<file path="src/rtl/matraptor_pkg.sv">
// Shared types and helpers for the MatRaptor SpGEMM datapath.
// pp_state_t enumerates the partial-product generator's control states.
package matraptor_pkg;

  function automatic int clog2(input int value);
    int r;
    r = 0;
    while ((1 << r) < value) r++;
    return r;
  endfunction

  typedef enum logic [2:0] {
    S_IDLE,
    S_PTR_LO,
    S_PTR_HI,
    S_PTR_CAP,
    S_ELEM_RD,
    S_EMIT,
    S_MARK
  } pp_state_t;

endpackage

</file>
<file path="src/rtl/matraptor_pp_gen.sv">
// Partial-product generator: for each A nonzero, walks the matching CSR row of B
// and streams A[i][k]*B[k][j] as (val,row,col,last) over a valid/ready port.
module matraptor_pp_gen
  import matraptor_pkg::*;
#(
  parameter int DATA_W = 32,
  parameter int IDX_W  = 16,
  parameter int PTR_W  = 16
) (
  input  logic              clk,
  input  logic              rst_n,
  input  logic              a_valid,
  output logic              a_ready,
  input  logic [DATA_W-1:0] a_val,
  input  logic [IDX_W-1:0]  a_row,
  input  logic [IDX_W-1:0]  a_col,
  input  logic              a_last,
  output logic              b_ptr_ren,
  output logic [IDX_W-1:0]  b_ptr_addr,
  input  logic [PTR_W-1:0]  b_ptr_rdata,
  output logic              b_elem_ren,
  output logic [PTR_W-1:0]  b_elem_addr,
  input  logic [IDX_W-1:0]  b_elem_col,
  input  logic [DATA_W-1:0] b_elem_val,
  output logic              out_valid,
  input  logic              out_ready,
  output logic [DATA_W-1:0] out_val,
  output logic [IDX_W-1:0]  out_row,
  output logic [IDX_W-1:0]  out_col,
  output logic              out_last,
  output logic              busy
);

  pp_state_t         state_q, state_d;
  logic [DATA_W-1:0] a_val_q, a_val_d;
  logic [IDX_W-1:0]  a_row_q, a_row_d;
  logic [IDX_W-1:0]  a_col_q, a_col_d;
  logic              a_last_q, a_last_d;
  logic [PTR_W-1:0]  start_q, start_d;
  logic [PTR_W-1:0]  end_q, end_d;
  logic [PTR_W-1:0]  cur_q, cur_d;

  logic              last_elem;
  logic [DATA_W-1:0] prod_lo;

  // The low DATA_W bits of a product are identical for signed and unsigned
  // operands, so a DATA_W-wide multiply gives the wrapped signed result directly.
  assign prod_lo   = a_val_q * b_elem_val;
  assign last_elem = (cur_q == end_q - PTR_W'(1));

  always_ff @(posedge clk or negedge rst_n) begin
    if (!rst_n) begin
      state_q  <= S_IDLE;
      a_val_q  <= '0;
      a_row_q  <= '0;
      a_col_q  <= '0;
      a_last_q <= 1'b0;
      start_q  <= '0;
      end_q    <= '0;
      cur_q    <= '0;
    end else begin
      state_q  <= state_d;
      a_val_q  <= a_val_d;
      a_row_q  <= a_row_d;
      a_col_q  <= a_col_d;
      a_last_q <= a_last_d;
      start_q  <= start_d;
      end_q    <= end_d;
      cur_q    <= cur_d;
    end
  end

  always_comb begin
    state_d     = state_q;
    a_val_d     = a_val_q;
    a_row_d     = a_row_q;
    a_col_d     = a_col_q;
    a_last_d    = a_last_q;
    start_d     = start_q;
    end_d       = end_q;
    cur_d       = cur_q;
    a_ready     = 1'b0;
    b_ptr_ren   = 1'b0;
    b_ptr_addr  = '0;
    b_elem_ren  = 1'b0;
    b_elem_addr = '0;
    out_valid   = 1'b0;
    out_val     = '0;
    out_row     = '0;
    out_col     = '0;
    out_last    = 1'b0;

    unique case (state_q)
      S_IDLE: begin
        a_ready = 1'b1;
        if (a_valid) begin
          a_val_d  = a_val;
          a_row_d  = a_row;
          a_col_d  = a_col;
          a_last_d = a_last;
          state_d  = S_PTR_LO;
        end
      end
      S_PTR_LO: begin
        b_ptr_ren  = 1'b1;
        b_ptr_addr = a_col_q;
        state_d    = S_PTR_HI;
      end
      S_PTR_HI: begin
        start_d    = b_ptr_rdata;
        b_ptr_ren  = 1'b1;
        b_ptr_addr = a_col_q + IDX_W'(1);
        state_d    = S_PTR_CAP;
      end
      S_PTR_CAP: begin
        end_d = b_ptr_rdata;
        cur_d = start_q;
        if (b_ptr_rdata > start_q) state_d = S_ELEM_RD;
        else if (a_last_q)         state_d = S_MARK;
        else                       state_d = S_IDLE;
      end
      S_ELEM_RD: begin
        b_elem_ren  = 1'b1;
        b_elem_addr = cur_q;
        state_d     = S_EMIT;
      end
      S_EMIT: begin
        // Memory data is held between reads, so a stall keeps outputs stable.
        out_valid = 1'b1;
        out_val   = prod_lo;
        out_row   = a_row_q;
        out_col   = b_elem_col;
        out_last  = a_last_q && last_elem;
        if (out_ready) begin
          if (last_elem) begin
            state_d = S_IDLE;
          end else begin
            cur_d   = cur_q + PTR_W'(1);
            state_d = S_ELEM_RD;
          end
        end
      end
      S_MARK: begin
        out_valid = 1'b1;
        out_row   = a_row_q;
        out_last  = 1'b1;
        if (out_ready) state_d = S_IDLE;
      end
      default: state_d = S_IDLE;
    endcase
  end

  assign busy = (state_q != S_IDLE);

endmodule

</file>
<file path="config.mk">
export PLATFORM = sky130hd
export DESIGN_NAME = matraptor_pp_gen
export DESIGN_NICKNAME = d
export VERILOG_FILES = /design/src/rtl/matraptor_pkg.sv /design/src/rtl/matraptor_pp_gen.sv
export SDC_FILE = /design/constraint.sdc
export NUM_CORES = 1
export LEC_CHECK = 0
export CAP_MARGIN = 20
export CORE_MARGIN = 10
export CORE_UTILIZATION = 60
export DETAILED_ROUTE_END_ITERATION = 10
export PLACE_DENSITY = 0.84
export SYNTH_ARGS = -nofsm -noshare
export SYNTH_HDL_FRONTEND = slang
export SYNTH_SLANG_ARGS = --single-unit
</file>
<file path="constraint.sdc">
create_clock -name clk -period 16 [get_ports clk]
set_clock_uncertainty 0.15 [all_clocks]
set_input_delay 4 -clock clk [delete_from_list [all_inputs] [get_ports clk]]
set_output_delay 4 -clock clk [all_outputs]
set_load 0.03 [all_outputs]
</file>
## Word-level counts from Yosys, hierarchy flattened

Cells that the tools add are included.

| storage, ports and cells | value |
|---|---|
| bits in registers | 116 |
| bits of input ports | 133 |
| output and inout port bits | 102 |

| operators by class | value |
|---|---|
| add/sub/neg operators | 3 |
| multipliers | 1 |
| $lt $le $gt $ge | 1 |
| equality and inequality tests | 11 |
| multiplexer cells | 20 |
| reduce and logical (&&, ||, !) cells | 9 |

Operators by type and width:

| operator | number |
|---|---|
| $mux W16 | 5 |
| $pmux W16 S2 | 2 |
| $add A16 B1 Y16 const B | 2 |
| $mul A32 B32 Y32 | 1 |
| $mux W32 | 1 |
| $pmux W3 S7 | 1 |
| $mux W3 | 6 |
| $eq A16 B16 Y1 | 1 |
| $gt A16 B16 Y1 | 1 |
| $sub A16 B1 Y16 const B | 1 |
| $eq A3 B3 Y1 const B | 3 |
| $ne A2 B2 Y1 const B | 4 |
| $eq A3 B2 Y1 const B | 2 |
| $reduce_and A3 Y1 | 2 |
| $mux W1 | 4 |
| $reduce_or A2 Y1 | 2 |
| $eq A3 B1 Y1 const B | 1 |
| $logic_not A3 Y1 | 1 |
| $reduce_bool A3 Y1 | 1 |
| $pmux W1 S2 | 1 |
| $reduce_and A2 Y1 | 1 |
| $reduce_bool A2 Y1 | 1 |
| $logic_and A1 B1 Y1 | 1 |

## Longest topological paths before layout

Gate-level depths: netlist of the first run.

| depth | value |
|---|---|
| word-level depth | 5 |
| gate-level depth with buffers | 27 |

## Least setup slack after synthesis of the first run

Ideal clock, no wire load.

| path | value |
|---|---|
| path kind | input port to output port |
| from | input port b_elem_val[4] |
| to | output port out_val[31] |
| arrival | 10.614 ns |
| required time | 11.850 ns |
| path slack | 1.236 ns |
| cell stages on the path | 25 |
| buffers on the path | 3 |
| cells stage by stage | clkbuf_1 clkbuf_1 and2_1 fa_1 inv_1 fa_1 fa_1 fa_1 inv_1 fa_1 inv_1 fa_1 inv_1 fa_1 fa_1 ha_1 clkbuf_1 nand2_1 nor2_1 o41ai_1 o21a_1 a31oi_1 a221o_1 xnor2_1 nor2_1 |

| between the ends | value |
|---|---|
| word-level cells in the longest chain between the ends | 2 |

Ends and longest elaborated chain:

| what | line | RTL |
|---|---|---|
| start: declaration | matraptor_pp_gen.sv:24 | `input logic [DATA_W-1:0] b_elem_val,` |
| $mul A32 B32 Y32 | matraptor_pp_gen.sv:48 | `assign prod_lo = a_val_q * b_elem_val;` |
| $mux W32 | matraptor_pp_gen.sv:93 | `unique case (state_q)` |
| end: declaration | matraptor_pp_gen.sv:27 | `output logic [DATA_W-1:0] out_val,` |

No other way between the ends.

## Worst setup path after layout of the first run

| path | value |
|---|---|
| from | input port b_elem_val[6] |
| to | output port out_val[30] |

The elaborated chain is that of the path after synthesis.

==> reports/qor.csv, run 1 <==
metric,value,unit
status,completed,
grt_pass1_wl,105700,um
wirelength,65810,um
drv_slew,0,
drt_iter0_drc,1381,
drive_gt1_frac,0.06409,
cts_buffers,17,
synth_xor_area_frac,0.04043,
hpwl,53080,um
dr.pass1.iters,7,
cp-start-kind,input port,
yosys.area.top_type,fa_1,
cts_max_path_buffers,2,
reg2reg_to,cur_q[12]$_DFFE_PN0P_,
antenna_found_initial,10,
netlist.area_leader.share,0.3640,
crit_required,11.85,ns
io-pin-count,235,
hold_buffers,0,
port_buffers,234,
syn_nets,3151,
nNetsFinal,3307,
clk_latency,0.43,ns
async_flop_share,1.000,
r2r.worst_path.cells,8,
crit_arrival,11.58,ns
relSlewSlack,0.2741,
synthCells,2468,
hold_path.startpoint,a_row_q[10]$_DFFE_PN0P_,
cts_tree,done,
synth_top_family_by_area,adder cells,
synth_warnings,0,
area_delta_synth_final,15.16,%
post_cts_buffers,0,
die_w,213.4,um
setup-tns-final,0,ns
end_kind,output port,
vias,18138,
place.gp.congestion,0.9180,
die-area,45530,um^2
final_common_cell,fa_1,
yosys.area_share.adder,0.4432,
min_period_over_period,0.9833,
hold_violations,0,
grt_use_total,0.2982,
ant_nets,0,
yosys.area_share.simple,0.1969,
netlist_area,22440,um^2
viasPerCell,5.832,
synth.area.top_cells,"fa_1 36%, dfrtp_1 13%, and2_1 9.8%",
tightest_slew,1.089,ns
max_cap_violations,0,
r2r_setup_slack,12.59,ns
wl_per_cell,21.16,um
layout_common_cells,"408 x fa_1, 403 x inv_1, 349 x and2_1",
grt_pass1_vias,19976,
synth_compound_area_frac,0.06541,
num_rows,70,
min_period,15.73,ns
ys.flop_type,dfrtp_1,
yosys_register_bits,116,
clk_pin_slew,0.06,ns
synth_cell_type_count,69,
hp-class,reg -> reg,
synth_edf_count,0,
timing.rr.start,end_q[7]$_DFFE_PN0N_,
route.detailed.drc,0,
start_util,0.6099,
grt_max_degree,78,
die_h,213.4,um
muxShareOfSynthArea,0.03313,
postCtsResizedCells,0,
holdPathEnd,a_row_q[10]$_DFFE_PN0P_,
crit_fanout,14,
cts-root-buf,clkbuf_16,
cts_sinks,116,
ctsHtreeMaxLevel,4,
grt_overflow,0,
yosysSeqAreaShare,0.1294,
crit_type,in -> out,
hold_path_depth,1,
fp.coreArea,36790,um^2
setup_violations,0,
fmax,0.06356,GHz
avgSynthCellArea,9.091,um^2
rsz0062_at_grt,false,
-- synth_stat cells (3+ instances only) --
library cell  number
nor2_1            56
ha_1             142
nand2_1          330
nor2b_1            6
a31oi_1           14
buf_1              3
o21ai_0           85
a221o_1            3
a21oi_1           38
clkbuf_1         134
fa_1             408
a211oi_1           9
o211ai_1           6
o21ai_1            8
nand3_1           15
or3_1              8
xor2_1            30
o31a_1             4
mux2_2            66
dfrtp_1          116
and2_1           350
o21a_1            10
nor3_1            22
o41ai_1            3
a21o_1            15
nor4_1            11
and3_1            28
nand4_1            8
or2_2              3
and4_1             4
inv_1            403
a22oi_1            3
nand2b_1           9
xnor2_1           71
o31ai_1            3
-- kinds of logic after synthesis --
logic type,Yosys count
AND/OR/NAND/NOR,861
AO/OA/AOI/OAI,230
flip-flops,116
XOR/XNOR,102
buffers and inverters,543
multiplexers,66
adder cells (fa/ha/maj),550
-- flip-flops by register name (all words and copies together) (netlist names) --
name,flops
end_q,16
state_q,3
start_q,16
cur_q,16
a_row_q,16
a_val_q,32
a_last_q,1
a_col_q,16
-- metal layers --
layer | track usage | share of wire | wire length (um)
met1 | 0.3596 | 0.37 | 24460
met2 | 0.5053 | 0.49 | 32440
met3 | 0.08133 | 0.10 | 6756
met4 | 0.1063 | 0.032 | 2100
met5 | 0 | 0.00081 | 53
-- worst max-delay path, stage by stage --
cell	delay, ns
clkdlybuf4s50_1	0.74
buf_4	0.27
and2_1	0.16
fa_1	0.45
fa_1	0.50
fa_1	0.51
inv_1	0.05
fa_1	0.50
inv_1	0.06
fa_1	0.48
fa_1	0.58
fa_1	0.44
fa_1	0.45
ha_1	0.37
a21o_1	0.24
a21oi_1	0.24
o211ai_1	0.15
a31oi_1	0.26
o41ai_2	0.14
buf_4	0.18
a21oi_1	0.18
o21ai_0	0.10
a21oi_1	0.34
buf_12	0.17
-- through the flow --
stage	std cells	cell area (um^2)	utilization	setup slack, ns	hold slack [ns]
2_1_floorplan	2468	22440	-	1.236	0.3221
3_3_place_gp	3071	25180	0.6846	0.2936	0.3311
3_5_place_dp	3071	25180	0.6846	0.2419	0.3384
4_1_cts	3103	25770	0.7007	0.2217	0.3568
5_1_grt	3107	25830	0.7022	0.005100	0.3727
6_report	3110	25840	0.7024	0.2673	0.3555
-- final cells by class --
| type | count | area, um^2 |
|---|---|---|
| multi-input combinational | 1809 | 17500 |
| fill | 2751 | 10950 |
| sequential | 116 | 2903 |
| timing repair buffer | 277 | 2736 |
| inverter | 403 | 1513 |
| tap | 468 | 585.6 |
| clock buffer | 18 | 439.2 |
| clock inverter | 14 | 152.6 |
| antenna | 5 | 12.51 |
-- worst max-delay path by stage --
stage | startpoint | endpoint | slack (ns) | cells past startpoint
6_report | b_elem_val[6] | out_val[30] | 0.27 | 24
5_1_grt | b_elem_val[6] | out_val[31] | 0.005 | 24
3_5_place_dp | b_elem_val[4] | out_val[30] | 0.24 | 21
3_3_place_gp | b_elem_val[4] | out_val[30] | 0.29 | 21
2_1_floorplan | b_elem_val[4] | out_val[31] | 1.24 | 25
4_1_cts | b_elem_val[4] | out_val[30] | 0.22 | 21
Power of run 1 is not shown: default switching activity piles up to over one toggle a cycle in this logic, so the estimate is an artifact.
==> run 2: changes to the inputs <==
--- a/config.mk
+++ b/config.mk
@@ -7,9 +7,10 @@
 export LEC_CHECK = 0
 export CAP_MARGIN = 20
 export CORE_MARGIN = 10
-export CORE_UTILIZATION = 60
+export CORE_UTILIZATION = 55
 export DETAILED_ROUTE_END_ITERATION = 10
-export PLACE_DENSITY = 0.84
+export PLACE_DENSITY = 0.78
+export SKIP_CTS_REPAIR_TIMING = 1
 export SYNTH_ARGS = -nofsm -noshare
 export SYNTH_HDL_FRONTEND = slang
 export SYNTH_SLANG_ARGS = --single-unit
==> reports/qor.csv, run 2 (synthesis gave the netlist of run 1 again) <==
metric,value,unit
hpwl,53510,um
ant_nets,0,
placed_area,25300,um^2
setup_violations,0,
num_rows,73,
cts_buffers,17,
drv_slew,0,
die_w,222.0,um
crit_arrival,11.52,ns
timing.rr.start,end_q[7]$_DFFE_PN0N_,
die-area,49270,um^2
crit_top_cell,fa_1,
grt_overflow,0,
drt_iter0_drc,1076,
grt_pass1_wl,107300,um
cp_top_family,adder cells,
max_cap_violations,0,
relSlewSlack,0.2339,
vias,17822,
port_buffers,234,
hold_violations,0,
largest_register_ffs,32,
finish.instance_area,25890,um^2
rsz0062_at_grt,false,
grt_pass1_vias,19675,
crit_required,11.85,ns
dr.pass1.iters,7,
wirelength,66450,um
top_register,a_val_q,
timing.final.ws_setup,0.3263,ns
place.gp.congestion,0.9553,
slowest_stage,clkdlybuf4s50_1,
wl_per_cell,20.95,um
end_kind,output port,
ctsHtreeMaxLevel,4,
crit_type,in -> out,
start_util,0.5608,
min_period,15.67,ns
cts_sinks,116,
cts_tree,done,
viasPerCell,5.620,
hp-class,reg -> reg,
fmax,0.06380,GHz
cp.buffers_inverters,5,
antenna_found_initial,7,
grt_use_total,0.2720,
nNetsFinal,3310,
whs,0.3440,ns
grt_max_degree,66,
final_common_cell,fa_1,
layout_common_cells,"408 x fa_1, 403 x inv_1, 349 x and2_1",
cts_max_path_buffers,2,
route.detailed.drc,0,
clk_latency,0.43,ns
drive_gt1_frac,0.06439,
pre_cts_slack,0.3764,ns
tightest_slew,1.149,ns
status,completed,
hold_path.startpoint,a_row_q[10]$_DFFE_PN0P_,
setup.worst_path.start,b_elem_val[8],
area_delta_synth_final,15.38,%
clk_pin_slew,0.06,ns
cp-start-kind,input port,
crit_fanout,10,
cts-root-buf,clkbuf_16,
die_h,222.0,um
worstPathCellList,"clkdlybuf4s50_1, buf_4, nand2_1, fa_1, fa_1, fa_1, fa_1, fa_1, inv_1, fa_1, fa_1, fa_1, ha_1, nand4_1, nor3_1, o21ai_0, a31oi_1, buf_4, a221o_1, xnor2_1, nor2_1, buf_12",
max_stage_delay,0.78,ns
fp.coreArea,40010,um^2
setup-tns-final,0,ns
io-pin-count,235,
min_period_over_period,0.9796,
## run 2: cell types whose count changed in the layout (fill, tap and decap cells not counted), sizes merged, moves of 2 or more
cell,change
buf,+3
clkdlybuf4s50,+2
clkinv,+2
clkinvlp,-2
dlymetal6s2s,-2
## run 2: layout make-up
| class | instances | area, um^2 |
|---|---|---|
| multi-input cells | 1809 | 17490 |
| fillers | 3235 | 14120 |
| flip-flops and latches | 116 | 2903 |
| repair buffers | 280 | 2743 |
| inverters | 403 | 1513 |
| well taps | 525 | 656.9 |
| clock buffers | 19 | 442.9 |
| clock inverters | 13 | 125.1 |
| diodes | 6 | 15.01 |
## run 2: metal layers
metal / track usage / wire length [um] / share of wire / vias up
met3: 0.08120 / 6087 / 0.092 / 128
met4: 0.09622 / 2114 / 0.032 / 8
li1: - / - / - / 7917
met2: 0.4599 / 32640 / 0.49 / 729
met1: 0.3222 / 25560 / 0.38 / 9040
met5: 0 / 49 / 0.00074 / -
## run 2: per-stage QoR
step,util,instances
final,0.6471,3171
after global routing,0.6467,3165
after CTS,0.6467,3165
after detailed placement,0.6325,3133
after global placement,0.6325,3133
after floorplan,-,2468
## run 2: final timing paths
check	endpoint	slack [ns]	cells after the start
min in group asynchronous	start_q[8]$_DFFE_PN0P_	3.54	1
worst min-delay path	a_row_q[10]$_DFFE_PN0P_	0.34	1
max in group asynchronous	a_val_q[23]$_DFFE_PN0P_	10.88	2
worst max register to register	cur_q[12]$_DFFE_PN0P_	12.63	8
worst min register to register	a_row_q[10]$_DFFE_PN0P_	0.34	1
worst max-delay path	out_val[31]	0.33	22
Power of run 2 is left out for the same reason.
